===== src/rtl/ras_predecode_if.sv =====
// Fetch-to-decode bus of ras_predecode: the accepted instruction word on the way in,
// and the registered slot with its prediction on the way out.
interface ras_predecode_if #(
  parameter int ADDR_WIDTH = 32
);
  logic                  in_valid_i;
  logic                  in_ready_o;
  logic [ADDR_WIDTH-1:0] in_pc_i;
  logic [31:0]           in_instr_i;
  logic                  out_valid_o;
  logic                  out_ready_i;
  logic [ADDR_WIDTH-1:0] out_pc_o;
  logic [31:0]           out_instr_o;
  logic                  out_pred_taken_o;
  logic [ADDR_WIDTH-1:0] out_pred_target_o;
  logic                  out_is_call_o;
  logic                  out_is_ret_o;

  // Fetch/decode side of the bus.
  modport master (
    output in_valid_i, in_pc_i, in_instr_i, out_ready_i,
    input  in_ready_o, out_valid_o, out_pc_o, out_instr_o,
           out_pred_taken_o, out_pred_target_o, out_is_call_o, out_is_ret_o
  );

  // The predecode block itself.
  modport slave (
    input  in_valid_i, in_pc_i, in_instr_i, out_ready_i,
    output in_ready_o, out_valid_o, out_pc_o, out_instr_o,
           out_pred_taken_o, out_pred_target_o, out_is_call_o, out_is_ret_o
  );
endinterface


===== src/rtl/ras_predecode.sv =====
// Fetch-stage predecode: classifies calls/returns by link-register hints, drives the
// return-stack strobes and registers the word plus its next-PC prediction for decode.
module ras_predecode #(
  parameter int ADDR_WIDTH = 32,
  parameter int CNT_WIDTH  = 16
) (
  input  logic                  clk_i,
  input  logic                  rst_ni,
  input  logic                  flush_i,
  ras_predecode_if.slave        bus,
  output logic                  rsb_push_en_o,
  output logic [ADDR_WIDTH-1:0] rsb_push_addr_o,
  output logic                  rsb_pop_en_o,
  input  logic [ADDR_WIDTH-1:0] rsb_pop_addr_i,
  input  logic                  rsb_pop_valid_i,
  output logic                  redirect_valid_o,
  output logic [ADDR_WIDTH-1:0] redirect_pc_o,
  output logic [CNT_WIDTH-1:0]  call_cnt_o,
  output logic [CNT_WIDTH-1:0]  ret_cnt_o,
  output logic [CNT_WIDTH-1:0]  ret_miss_cnt_o
);

  typedef struct packed {
    logic [ADDR_WIDTH-1:0] pc;
    logic [31:0]           instr;
    logic                  taken;
    logic [ADDR_WIDTH-1:0] target;
    logic                  is_call;
    logic                  is_ret;
  } slot_t;

  localparam logic [6:0] OPC_JAL  = 7'b1101111;
  localparam logic [6:0] OPC_JALR = 7'b1100111;

  slot_t                 slot_q, slot_d;
  logic                  out_valid_q, out_valid_d;
  logic                  redirect_valid_q, redirect_valid_d;
  logic [ADDR_WIDTH-1:0] redirect_pc_q, redirect_pc_d;
  logic [CNT_WIDTH-1:0]  call_cnt_q, call_cnt_d;
  logic [CNT_WIDTH-1:0]  ret_cnt_q, ret_cnt_d;
  logic [CNT_WIDTH-1:0]  ret_miss_cnt_q, ret_miss_cnt_d;

  logic                  in_ready, accept;
  logic                  is_jal, is_jalr, link_rd, link_rs1, is_call, is_ret, taken;
  logic [4:0]            rd, rs1;
  logic [20:0]           j_imm;
  logic [ADDR_WIDTH-1:0] pc_plus4, target;

  function automatic logic [CNT_WIDTH-1:0] sat_inc(logic [CNT_WIDTH-1:0] cnt, logic en);
    return (en && (cnt != '1)) ? cnt + 1'b1 : cnt;
  endfunction

  // NOTE: every always_comb output gets a default first so no path can infer a latch.
  always_comb begin
    rd       = bus.in_instr_i[11:7];
    rs1      = bus.in_instr_i[19:15];
    j_imm    = {bus.in_instr_i[31], bus.in_instr_i[19:12], bus.in_instr_i[20],
                bus.in_instr_i[30:21], 1'b0};
    is_jal   = bus.in_instr_i[6:0] == OPC_JAL;
    is_jalr  = (bus.in_instr_i[6:0] == OPC_JALR) && (bus.in_instr_i[14:12] == 3'b000);
    link_rd  = (rd == 5'd1) || (rd == 5'd5);
    link_rs1 = (rs1 == 5'd1) || (rs1 == 5'd5);
    is_call  = (is_jal || is_jalr) && link_rd;
    // A linking JALR through its own rd is a plain call, not a co-routine swap.
    is_ret   = is_jalr && link_rs1 && (!link_rd || (rd != rs1));
    taken    = is_jal || (is_ret && rsb_pop_valid_i);
    pc_plus4 = bus.in_pc_i + ADDR_WIDTH'(4);
    target   = pc_plus4;
    if (is_jal) begin
      target = bus.in_pc_i + ADDR_WIDTH'(signed'(j_imm));
    end else if (is_ret && rsb_pop_valid_i) begin
      target = rsb_pop_addr_i;
    end

    in_ready = !flush_i && (!out_valid_q || bus.out_ready_i);
    accept   = bus.in_valid_i && in_ready;

    slot_d           = slot_q;
    out_valid_d      = out_valid_q;
    redirect_valid_d = 1'b0;
    redirect_pc_d    = redirect_pc_q;
    if (flush_i) begin
      out_valid_d = 1'b0;
    end else if (accept) begin
      out_valid_d      = 1'b1;
      slot_d           = '{pc: bus.in_pc_i, instr: bus.in_instr_i, taken: taken,
                           target: target, is_call: is_call, is_ret: is_ret};
      redirect_valid_d = taken;
      redirect_pc_d    = taken ? target : redirect_pc_q;
    end else if (bus.out_ready_i) begin
      out_valid_d = 1'b0;
    end

    call_cnt_d     = sat_inc(call_cnt_q, accept && is_call);
    ret_cnt_d      = sat_inc(ret_cnt_q, accept && is_ret);
    ret_miss_cnt_d = sat_inc(ret_miss_cnt_q, accept && is_ret && !rsb_pop_valid_i);
  end

  // NOTE: sequential state uses non-blocking assignments so every flop samples pre-edge values.
  always_ff @(posedge clk_i or negedge rst_ni) begin
    if (!rst_ni) begin
      slot_q           <= '0;
      out_valid_q      <= 1'b0;
      redirect_valid_q <= 1'b0;
      redirect_pc_q    <= '0;
      call_cnt_q       <= '0;
      ret_cnt_q        <= '0;
      ret_miss_cnt_q   <= '0;
    end else begin
      slot_q           <= slot_d;
      out_valid_q      <= out_valid_d;
      redirect_valid_q <= redirect_valid_d;
      redirect_pc_q    <= redirect_pc_d;
      call_cnt_q       <= call_cnt_d;
      ret_cnt_q        <= ret_cnt_d;
      ret_miss_cnt_q   <= ret_miss_cnt_d;
    end
  end

  // Strobes are also gated by reset so a word held valid during reset never reaches the RSB.
  assign rsb_push_en_o   = rst_ni && accept && is_call;
  assign rsb_pop_en_o    = rst_ni && accept && is_ret;
  assign rsb_push_addr_o = pc_plus4;

  assign bus.in_ready_o        = in_ready;
  assign bus.out_valid_o       = out_valid_q;
  assign bus.out_pc_o          = slot_q.pc;
  assign bus.out_instr_o       = slot_q.instr;
  assign bus.out_pred_taken_o  = slot_q.taken;
  assign bus.out_pred_target_o = slot_q.target;
  assign bus.out_is_call_o     = slot_q.is_call;
  assign bus.out_is_ret_o      = slot_q.is_ret;

  // A flush in the pulse cycle means the predicted path is already dead.
  assign redirect_valid_o = redirect_valid_q && !flush_i;
  assign redirect_pc_o    = redirect_pc_q;
  assign call_cnt_o       = call_cnt_q;
  assign ret_cnt_o        = ret_cnt_q;
  assign ret_miss_cnt_o   = ret_miss_cnt_q;

endmodule


===== src/flat_wrapper.sv =====
// flat-port wrapper written by rule: the top's interface ports become plain ports
module ras_predecode_flat 
#(
  parameter int ADDR_WIDTH = 32,
  parameter int CNT_WIDTH  = 16
)
  (clk_i, rst_ni, flush_i, rsb_push_en_o, rsb_push_addr_o, rsb_pop_en_o, rsb_pop_addr_i, rsb_pop_valid_i, redirect_valid_o, redirect_pc_o, call_cnt_o, ret_cnt_o, ret_miss_cnt_o, bus_in_valid_i, bus_in_pc_i, bus_in_instr_i, bus_out_ready_i, bus_in_ready_o, bus_out_valid_o, bus_out_pc_o, bus_out_instr_o, bus_out_pred_taken_o, bus_out_pred_target_o, bus_out_is_call_o, bus_out_is_ret_o);
  ras_predecode_if #(.ADDR_WIDTH(ADDR_WIDTH)) bus_i ();
  input  logic clk_i;
  input  logic rst_ni;
  input  logic flush_i;
  output logic rsb_push_en_o;
  output logic [ADDR_WIDTH-1:0] rsb_push_addr_o;
  output logic rsb_pop_en_o;
  input  logic [ADDR_WIDTH-1:0] rsb_pop_addr_i;
  input  logic rsb_pop_valid_i;
  output logic redirect_valid_o;
  output logic [ADDR_WIDTH-1:0] redirect_pc_o;
  output logic [CNT_WIDTH-1:0] call_cnt_o;
  output logic [CNT_WIDTH-1:0] ret_cnt_o;
  output logic [CNT_WIDTH-1:0] ret_miss_cnt_o;
  input wire logic [$bits(bus_i.in_valid_i)-1:0] bus_in_valid_i;
  input wire logic [$bits(bus_i.in_pc_i)-1:0] bus_in_pc_i;
  input wire logic [$bits(bus_i.in_instr_i)-1:0] bus_in_instr_i;
  input wire logic [$bits(bus_i.out_ready_i)-1:0] bus_out_ready_i;
  output wire logic [$bits(bus_i.in_ready_o)-1:0] bus_in_ready_o;
  output wire logic [$bits(bus_i.out_valid_o)-1:0] bus_out_valid_o;
  output wire logic [$bits(bus_i.out_pc_o)-1:0] bus_out_pc_o;
  output wire logic [$bits(bus_i.out_instr_o)-1:0] bus_out_instr_o;
  output wire logic [$bits(bus_i.out_pred_taken_o)-1:0] bus_out_pred_taken_o;
  output wire logic [$bits(bus_i.out_pred_target_o)-1:0] bus_out_pred_target_o;
  output wire logic [$bits(bus_i.out_is_call_o)-1:0] bus_out_is_call_o;
  output wire logic [$bits(bus_i.out_is_ret_o)-1:0] bus_out_is_ret_o;
  assign bus_i.in_valid_i = bus_in_valid_i;
  assign bus_i.in_pc_i = bus_in_pc_i;
  assign bus_i.in_instr_i = bus_in_instr_i;
  assign bus_i.out_ready_i = bus_out_ready_i;
  assign bus_in_ready_o = bus_i.in_ready_o;
  assign bus_out_valid_o = bus_i.out_valid_o;
  assign bus_out_pc_o = bus_i.out_pc_o;
  assign bus_out_instr_o = bus_i.out_instr_o;
  assign bus_out_pred_taken_o = bus_i.out_pred_taken_o;
  assign bus_out_pred_target_o = bus_i.out_pred_target_o;
  assign bus_out_is_call_o = bus_i.out_is_call_o;
  assign bus_out_is_ret_o = bus_i.out_is_ret_o;
  ras_predecode #(.ADDR_WIDTH(ADDR_WIDTH), .CNT_WIDTH(CNT_WIDTH)) u_core (.clk_i(clk_i), .rst_ni(rst_ni), .flush_i(flush_i), .bus(bus_i), .rsb_push_en_o(rsb_push_en_o), .rsb_push_addr_o(rsb_push_addr_o), .rsb_pop_en_o(rsb_pop_en_o), .rsb_pop_addr_i(rsb_pop_addr_i), .rsb_pop_valid_i(rsb_pop_valid_i), .redirect_valid_o(redirect_valid_o), .redirect_pc_o(redirect_pc_o), .call_cnt_o(call_cnt_o), .ret_cnt_o(ret_cnt_o), .ret_miss_cnt_o(ret_miss_cnt_o));
endmodule

===== config.mk =====
export PLATFORM = sky130hd
export DESIGN_NAME = ras_predecode_flat
export DESIGN_NICKNAME = d
export VERILOG_FILES = /design/src/rtl/ras_predecode_if.sv /design/src/rtl/ras_predecode.sv /design/src/flat_wrapper.sv
export SDC_FILE = /design/constraint.sdc
export NUM_CORES = 1
export LEC_CHECK = 0
export ABC_CLOCK_PERIOD_IN_PS = 5250
export CAP_MARGIN = 20
export CORE_UTILIZATION = 47
export DETAILED_ROUTE_END_ITERATION = 8
export PLACE_DENSITY = 0.82
export SETUP_SLACK_MARGIN = 0.4
export SYNTH_ARGS = -nofsm -noshare
export SYNTH_HDL_FRONTEND = slang
export SYNTH_SLANG_ARGS = --single-unit

===== constraint.sdc =====
create_clock -name clk_i -period 5.25 [get_ports clk_i]
set_clock_uncertainty 0.1 [all_clocks]
set_input_delay 1.575 -clock clk_i [delete_from_list [all_inputs] [get_ports clk_i]]
set_output_delay 1.575 -clock clk_i [all_outputs]
set_load 0.02 [all_outputs]

==> results of run 1 <==
## power by group through the flow
stage	clock network, uW	logic, uW	registers [uW]
floorplan	0	339	1760
global placement	0	1050	1600
detailed placement	0	1060	1610
CTS	1320	1070	1580
global route	1380	1160	1600
finish	1300	1090	1580
## flip-flops by register name, summed over array words and instances (netlist names)
name,flops
u_core.bus.out_pred_target_o,32
u_core.bus.out_is_call_o,1
u_core.redirect_valid_q,1
u_core.bus.out_instr_o,32
u_core.bus.out_pc_o,32
u_core.bus.out_valid_o,1
u_core.ret_cnt_o,16
u_core.call_cnt_o,16
u_core.bus.out_is_ret_o,1
u_core.bus.out_pred_taken_o,1
u_core.ret_miss_cnt_o,16
u_core.redirect_pc_o,32
## worst paths after layout
| check | to | cells after the start |
|---|---|---|
| setup reg to reg | u_core.redirect_pc_o[7] | 10 |
| max in group asynchronous | u_core.redirect_pc_o[7] | 3 |
| hold reg to reg | u_core.bus.out_pc_o[28] | 2 |
| hold / removal | u_core.bus.out_pc_o[28] | 2 |
| setup / recovery | rsb_push_addr_o[29] | 7 |
| min in group asynchronous | u_core.ret_cnt_o[3] | 2 |
## layout by cell type (no fill, tap or decap), types with 33 or more instances in the layout
cell             netlist  layout
clkdlybuf4s50_1        0     269
nor2_1                61      57
a21oi_1               57      55
nand3_1               47      40
nand2_1              314     313
xnor2_1               73      61
dfrtp_1              181     181
ha_1                  34      33
buf_4                  2     116
o21ai_0               33      33
## metal layers
| layer | wire (um) | global-route usage (%) | vias to the layer above |
|---|---|---|---|
| met1 | 14400 | 43.3 | 4721 |
| met4 | 966 | 11.5 | 0 |
| met2 | 15700 | 51.0 | 491 |
| met3 | 3150 | 8.12 | 64 |
| li1 | - | - | 4554 |
| met5 | 0 | 0 | - |
## through the flow
| step | hold WS, ps | setup WS [ps] | total power, uW |
|---|---|---|---|
| after floorplan | 489 | 391 | 2100 |
| after global placement | 356 | -661 | 2650 |
| after detailed placement | 362 | -703 | 2670 |
| after CTS | 381 | 265 | 3970 |
| after global routing | 395 | 289 | 4130 |
| final | 376 | 382 | 3970 |
## cell families after synthesis
kind of cell	synth area share [%]
simple gates	23.2
compound gates	13.2
flops	46.7
xor+xnor	8.38
buf+inv	2.84
fa+ha+maj	4.59
mux	1.11
## layout make-up
cell class / instances / area, um^2 / share of cell area (%)
Timing Repair Buffer: 430 / 4020 / 27.3
Clock buffer: 17 / 425 / 2.89
Multi-Input combinational cell: 847 / 5200 / 35.3
Clock inverter: 15 / 175 / 1.19
Inverter: 14 / 52.6 / 0.356
Sequential cell: 181 / 4530 / 30.7
Tap cell: 270 / 338 / 2.29
## worst max-delay path, stage by stage
cell and delay [ps]:
buf_8 90, nand4_4 100, or3_4 420, or4_4 510
nand2b_4 180, xnor2_2 140, buf_4 170
## repair_timing
action                     CTS  global route
gates resized for setup    171            53
buffers inserted            10             6
setup endpoints to repair   30            26
gates cloned                 0             0
pin swaps                   17            17
==> flow_metrics.tcl, run 1 <==
set metrics [dict create \
    status "finished, final reports clean" \
    start_util_pct 48.0 \
    final_area_um2 14700 \
    cts_tree "yes" \
    cp.required_ps 3580 \
    syn_nets 1233 \
    p_switching_uw 1310 \
    comb_power_share_pct 27.4 \
    postSynthCellCount 1096 \
    hold_class "flip-flop to flip-flop" \
    ys_seq_area_share_pct 46.7 \
    synthArstFlopShare_pct 100 \
    grt_use_total_pct 32.3 \
    post_drt_wl_per_cell_um 19.3 \
    worstSkewPairLatency_ps 430 \
    dp.cells 1726 \
    dr.pass1.iters 5 \
    core_region_area_um2 20200 \
    fillCellCount 1484 \
    htreeDepth 4 \
    fin_cells 1774 \
    grt_max_degree 77 \
    fmax_ghz 0.205 \
    p_per_area_nw_per_um2 269 \
    finalHoldViolCount 0 \
    final_util_pct 72.9 \
    start_kind "primary input" \
    arrival_ps 3190 \
    avgSynthCellArea_um2 8.86 \
    ys_ff_latch 181 \
    synth_ff_type "dfrtp_1" \
    switching_share_pct 33.1 \
    cts_hold_buf 0 \
    rsz0062_at_grt "yes" \
    synth_most_common_cell "nand2_1" \
    drt_iter0_markers 553 \
    min-delay-start "u_core.bus.out_pc_o[28]" \
    cts_buffer_depth 2 \
    vias 9830 \
    path_clk_slew_ps 70 \
    io_buffers 317 \
    grt_pass1_wl_um 53300 \
    synth_cell_types 71 \
    peakVddDrop_mv 0.218 \
    drive_above_1_share_pct 16.0 \
    fp.dieW_um 146 \
    wl_um 34300 \
    grt_pass1_vias 9575 \
    area_delta_synth_final_pct 51.9 \
    p_clk_share_pct 32.8 \
    antenna_cells 0 \
    synth_area_um2 9710 \
    globalplace.congestion 0.936 \
    netlist_top_cells_area "dfrtp_1 47%, nand2_1 12%, xnor2_1 6.6%" \
    drv_cap 0 \
    die_y_um 146 \
    dieArea_um2 21200 \
    dpl-instance-area_um2 13800 \
    synth.largest_area_cell "dfrtp_1" \
    ff2ff_setup_slack_ps 2300 \
    intPower_uw 2660 \
    fin_setup_tns_ps 0 \
    path_class "primary input to output pin" \
    ys_warn_count 0 \
    synth_edf_count 0 \
    clkSinkCount 181 \
    synth_top_area_share_pct 46.7 \
    critPathMaxFanout 5 \
    end_kind "output pin" \
    cts_buffers 17 \
    antenna_found_initial 0 \
    worst_slew_pin_slew_ps 1040 \
    nets 1628 \
    ios 318 \
    r2r-start "u_core.bus.out_valid_o" \
    post-dp-hpwl_um 25900 \
    period_minus_slack_ps 4870 \
    leakage_uw 0.00686 \
    post-route-period-util_pct 92.7 \
    gr-total-overflow 0 \
    num_rows 52 \
    setup_violations 0 \
    slew_headroom_pct 30.5 \
    seq_power_share_pct 39.9 \
    clockRootBuffer "clkbuf_16" \
    startpoint "bus_in_pc_i[6]" \
    synth_common_cells "314 x nand2_1, 181 x dfrtp_1, 73 x xnor2_1, 61 x nor2_1, 57 x a21oi_1" \
    finalMaxSlewViolations 0 \
    viasPerCell 5.54 \
    ant_nets 0 \
    drc 0 \
]
Power figures use the tool's default switching activity.
==> run 2: changes to the inputs <==
==> constraint.sdc (replaced) <==
create_clock -name clk_i -period 5.25 [get_ports clk_i]
set_clock_uncertainty 0.1 [all_clocks]
set_input_delay 1.05 -clock clk_i [delete_from_list [all_inputs] [get_ports clk_i]]
set_output_delay 1.05 -clock clk_i [all_outputs]
set_load 0.02 [all_outputs]
==> flow_metrics.tcl, run 2 (synthesized netlist as in run 1, its figures left out) <==
set metrics [dict create \
    dp.cells 1654 \
    wl_um 31700 \
    worst_slew_pin_slew_ps 975 \
    core_region_area_um2 20200 \
    p_clk_share_pct 33.3 \
    arrival_ps 3650 \
    rsz0062_at_grt "no" \
    start_util_pct 48.0 \
    p_switching_uw 1290 \
    status "finished, final reports clean" \
    grt_use_total_pct 30.4 \
    setup_violations 0 \
    drive_above_1_share_pct 5.72 \
    ios 318 \
    dr.pass1.iters 5 \
    cts_buffers 17 \
    layout_common_cells "313 x nand2_1, 305 x clkdlybuf4s50_1, 181 x dfrtp_1" \
    path_clk_slew_ps 70 \
    critPathMaxFanout 5 \
    start_kind "primary input" \
    switching_share_pct 32.9 \
    r2r-start "u_core.bus.out_valid_o" \
    peakVddDrop_mv 0.228 \
    finalMaxSlewViolations 0 \
    drc 0 \
    nets 1540 \
    critical_path.slowest_cell "clkdlybuf4s50_1" \
    comb_power_share_pct 26.2 \
    globalplace.congestion 0.965 \
    post_drt_wl_per_cell_um 18.8 \
    antenna_cells 0 \
    end_kind "output pin" \
    post-dp-hpwl_um 24200 \
    cts_tree "yes" \
    seq_power_share_pct 40.5 \
    post-route-period-util_pct 91.4 \
    gr-total-overflow 0 \
    grt_max_degree 81 \
    antenna_found_initial 0 \
    viasPerCell 5.51 \
    grt_pass1_wl_um 50300 \
    dieArea_um2 21200 \
    crit_top_cell "clkdlybuf4s50_1" \
    fmax_ghz 0.208 \
    die_y_um 146 \
    io_buffers 317 \
    layout_commonest_cell "nand2_1" \
    post_cts_buffers 0 \
    ant_nets 0 \
    p_per_area_nw_per_um2 283 \
    clkSinkCount 181 \
    intPower_uw 2620 \
    clockRootBuffer "clkbuf_16" \
    critical_path.cell_chain "clkdlybuf4s50_1, ha_1, and3_1, nor3b_4, buf_4, nand3_1, xnor2_1, clkdlybuf4s50_1" \
    fin_cells 1686 \
    worstSkewPairLatency_ps 430 \
    slowest_delay_ps 670 \
    drt_iter0_markers 689 \
    vias 9288 \
    slew_headroom_pct 35.0 \
    path_class "primary input to output pin" \
    fillCellCount 1617 \
    grt_pass1_vias 9128 \
    cp.required_ps 4100 \
    period_minus_slack_ps 4800 \
    hold_class "flip-flop to flip-flop" \
    area_delta_synth_final_pct 42.4 \
    cts_resized 9 \
    cts_hold_buf 0 \
    fp.dieW_um 146 \
    finalHoldViolCount 0 \
    htreeDepth 4 \
    num_rows 52 \
    fin_setup_tns_ps 0 \
    leakage_uw 0.00626 \
    cts_buffer_depth 2 \
    drv_cap 0 \
    crit_buf_inv 3 \
    startpoint "bus_in_pc_i[3]" \
    min-delay-start "u_core.redirect_pc_o[6]" \
    crit_family "buffers and inverters" \
]
run 2: cell types whose count changed in the layout (fill, tap and decap cells not counted), sizes merged:
cell / change
clkinv: +3
clkdlybuf4s15: -5
clkdlybuf4s50: +36
dlymetal6s2s: -3
buf: -115
dlygate4sd2: +3
clkbuf: -4
inv: -3
run 2: stage by stage:
stage          area (um^2)  utilization (%)  total power (uW)  hold WS (ps)  setup WS, ps
6_report             13800             68.3              3910           376           454
5_1_grt              13800             68.3              4060           399           439
4_1_cts              13800             68.2              3920           381           467
3_5_place_dp         13200             65.2              2630           362           229
3_3_place_gp         13200             65.2              2610           356           287
2_1_floorplan         9710                -              2100           489          1330
run 2: area by class of cell:
| cell class | count | area [um^2] | area share [%] |
|---|---|---|---|
| inverters | 14 | 52.6 | 0.380 |
| clock inverters | 15 | 185 | 1.34 |
| well taps | 270 | 338 | 2.44 |
| clock buffers | 17 | 425 | 3.08 |
| multi-input cells | 847 | 4930 | 35.6 |
| repair buffers | 342 | 3360 | 24.3 |
| flip-flops and latches | 181 | 4530 | 32.8 |
run 2: final timing paths:
path	cells past startpoint	endpoint	slack, ps
max in group asynchronous	2	u_core.redirect_pc_o[12]	3200
setup / recovery	8	rsb_push_addr_o[18]	450
hold / removal	2	u_core.redirect_pc_o[6]	380
hold reg to reg	2	u_core.redirect_pc_o[6]	380
setup reg to reg	9	u_core.ret_cnt_o[15]	2510
min in group asynchronous	1	u_core.ret_cnt_o[7]	470
run 2: layer usage:
| metal | GRT usage [%] | wire (um) |
|---|---|---|
| met1 | 41.5 | 13900 |
| met2 | 47.8 | 14400 |
| met3 | 6.65 | 2600 |
| met4 | 10.2 | 869 |
| met5 | 0 | 0 |
run 2: worst min-delay path: stages, from the launching register on:
cell and delay [ps]:
dfrtp_1 350, nand2_1 50, nand2_1 50
run 2: power by group through the flow:
stage          registers [uW]  clock network [uW]  logic, uW
2_1_floorplan            1760                   0        338
3_3_place_gp             1600                   0       1010
3_5_place_dp             1610                   0       1020
4_1_cts                  1580                1310       1020
5_1_grt                  1600                1370       1100
6_report                 1580                1300       1020
==> run 3: changes to the inputs <==
CELL_PAD_IN_SITES_DETAIL_PLACEMENT = 2   (was not set)
CELL_PAD_IN_SITES_GLOBAL_PLACEMENT = 2   (was not set)
CORE_UTILIZATION = 27   (was 47)
PLACE_DENSITY = not set   (was 0.82)
PLACE_DENSITY_LB_ADDON = 0.1   (was not set)
SLEW_MARGIN = 0   (was not set)
==> flow_metrics.tcl, run 3 (synthesized netlist as in run 1, its figures left out) <==
set metrics [dict create \
    status "finished, final reports clean" \
    num_rows 69 \
    die_y_um 192 \
    cts_tree "yes" \
    dp.cells 1861 \
    area_delta_synth_final_pct 46.2 \
    critPathMaxFanout 4 \
    reg2reg_depth 8 \
    gr-total-overflow 0 \
    htreeDepth 4 \
    post_drt_wl_per_cell_um 21.1 \
    rsz0062_at_grt "no" \
    grt_pass1_vias 10100 \
    drt_iter0_markers 335 \
    arrival_ps 3600 \
    finalWorstSetupSlack_ps 502 \
    start_kind "primary input" \
    cts_buffer_depth 2 \
    io_buffers 317 \
    leakage_uw 0.00638 \
    grt.met1_usage_pct 30.6 \
    fp.dieW_um 192 \
    grt_use_total_pct 22.5 \
    fin_hold_ws_ps 378 \
    cts_hold_buf 0 \
    setup_violations 0 \
    fin_setup_tns_ps 0 \
    clkSinkCount 181 \
    fillCellCount 3932 \
    drive_above_1_share_pct 7.12 \
    layout_commonest_cell "nand2_1" \
    hold_depth 2 \
    period_minus_slack_ps 4750 \
    grt_use_met3_pct 6.56 \
    peakVddDrop_mv 0.223 \
    end_kind "output pin" \
    slew_headroom_pct 36.0 \
    fmax_ghz 0.211 \
    worst_slew_pin_slew_ps 958 \
    path_clk_slew_ps 70 \
    nets 1556 \
    regArea_um2 4530 \
    core_region_area_um2 35500 \
    multi_input_area_um2 4960 \
    grt_max_degree 68 \
    dpl_worst_slack_ps 212 \
    fin_cells 1895 \
    post_cts_buffers 0 \
    hold_class "flip-flop to flip-flop" \
    vias 9267 \
    dr.pass1.iters 4 \
    path_class "primary input to output pin" \
    drc 0 \
    final_area_um2 14200 \
    grt.met2_usage_pct 34.4 \
    grt_most_used_layer "met2" \
    p_per_area_nw_per_um2 279 \
    viasPerCell 4.89 \
    grt_pass1_wl_um 61800 \
    layout_common_cells "313 x nand2_1, 302 x clkdlybuf4s50_1, 181 x dfrtp_1" \
    finalMaxSlewViolations 0 \
    clockRootBuffer "clkbuf_16" \
    antenna_found_initial 3 \
    post-dp-hpwl_um 31600 \
    post-route-period-util_pct 90.4 \
    wl_um 40000 \
    cp.required_ps 4100 \
    globalplace.congestion 0.873 \
    cts_buffers 17 \
    worstSkewPairLatency_ps 450 \
    ant_nets 0 \
    dieArea_um2 36700 \
    dpl-instance-area_um2 13600 \
    finalHoldViolCount 0 \
    drv_cap 0 \
    start_util_pct 27.4 \
    ios 318 \
]
## run 3: layout make-up
cell class / count / share of cell area [%]
inverters: 14 / 0.370
flip-flops and latches: 181 / 31.9
multi-input cells: 847 / 34.9
diodes: 2 / 0.0353
repair buffers: 358 / 24.6
clock buffers: 18 / 3.09
well taps: 461 / 4.06
clock inverters: 14 / 1.04
## run 3: critical path, cell delays in order
cell,delay [ps]
clkdlybuf4s50_1,560
buf_4,170
and3_1,190
nand3_1,180
nor3b_4,270
buf_4,180
xor2_1,310
clkdlybuf4s50_1,680
## run 3: metrics by stage
| stage | total power (uW) | util [%] |
|---|---|---|
| 2_1_floorplan | 2100 | - |
| 3_3_place_gp | 2670 | 38.2 |
| 3_5_place_dp | 2690 | 38.2 |
| 4_1_cts | 4040 | 39.9 |
| 5_1_grt | 4170 | 40.0 |
| 6_report | 3970 | 40.0 |
## run 3: metal layers
| metal | wire, um | part of all wire, % |
|---|---|---|
| met1 | 18900 | 47 |
| met2 | 17800 | 45 |
| met3 | 2710 | 6.8 |
| met4 | 530 | 1.3 |
| met5 | 0 | 0 |
## run 3: where the power goes
| group | total [uW] | internal, uW | switching (uW) |
|---|---|---|---|
| Sequential | 1590 | 1520 | 70.2 |
| Clock | 1320 | 717 | 599 |
| Combinational | 1060 | 464 | 598 |
## run 3: timing repair
item,CTS,global route
hold endpoints to repair,0,0
setup endpoints to repair,12,10
gates resized for setup,11,11
cloned,0,0
## run 3: worst paths after layout
path	to	start	slack [ps]
min in group asynchronous	u_core.bus.out_pred_target_o[0]	rst_ni	490
setup reg to reg	u_core.redirect_pc_o[20]	u_core.bus.out_valid_o	2270
hold / removal	u_core.bus.out_instr_o[31]	u_core.bus.out_instr_o[31]	380
setup / recovery	rsb_push_addr_o[16]	bus_in_pc_i[5]	500
max in group asynchronous	u_core.redirect_pc_o[2]	rst_ni	3280
hold reg to reg	u_core.bus.out_instr_o[31]	u_core.bus.out_instr_o[31]	380
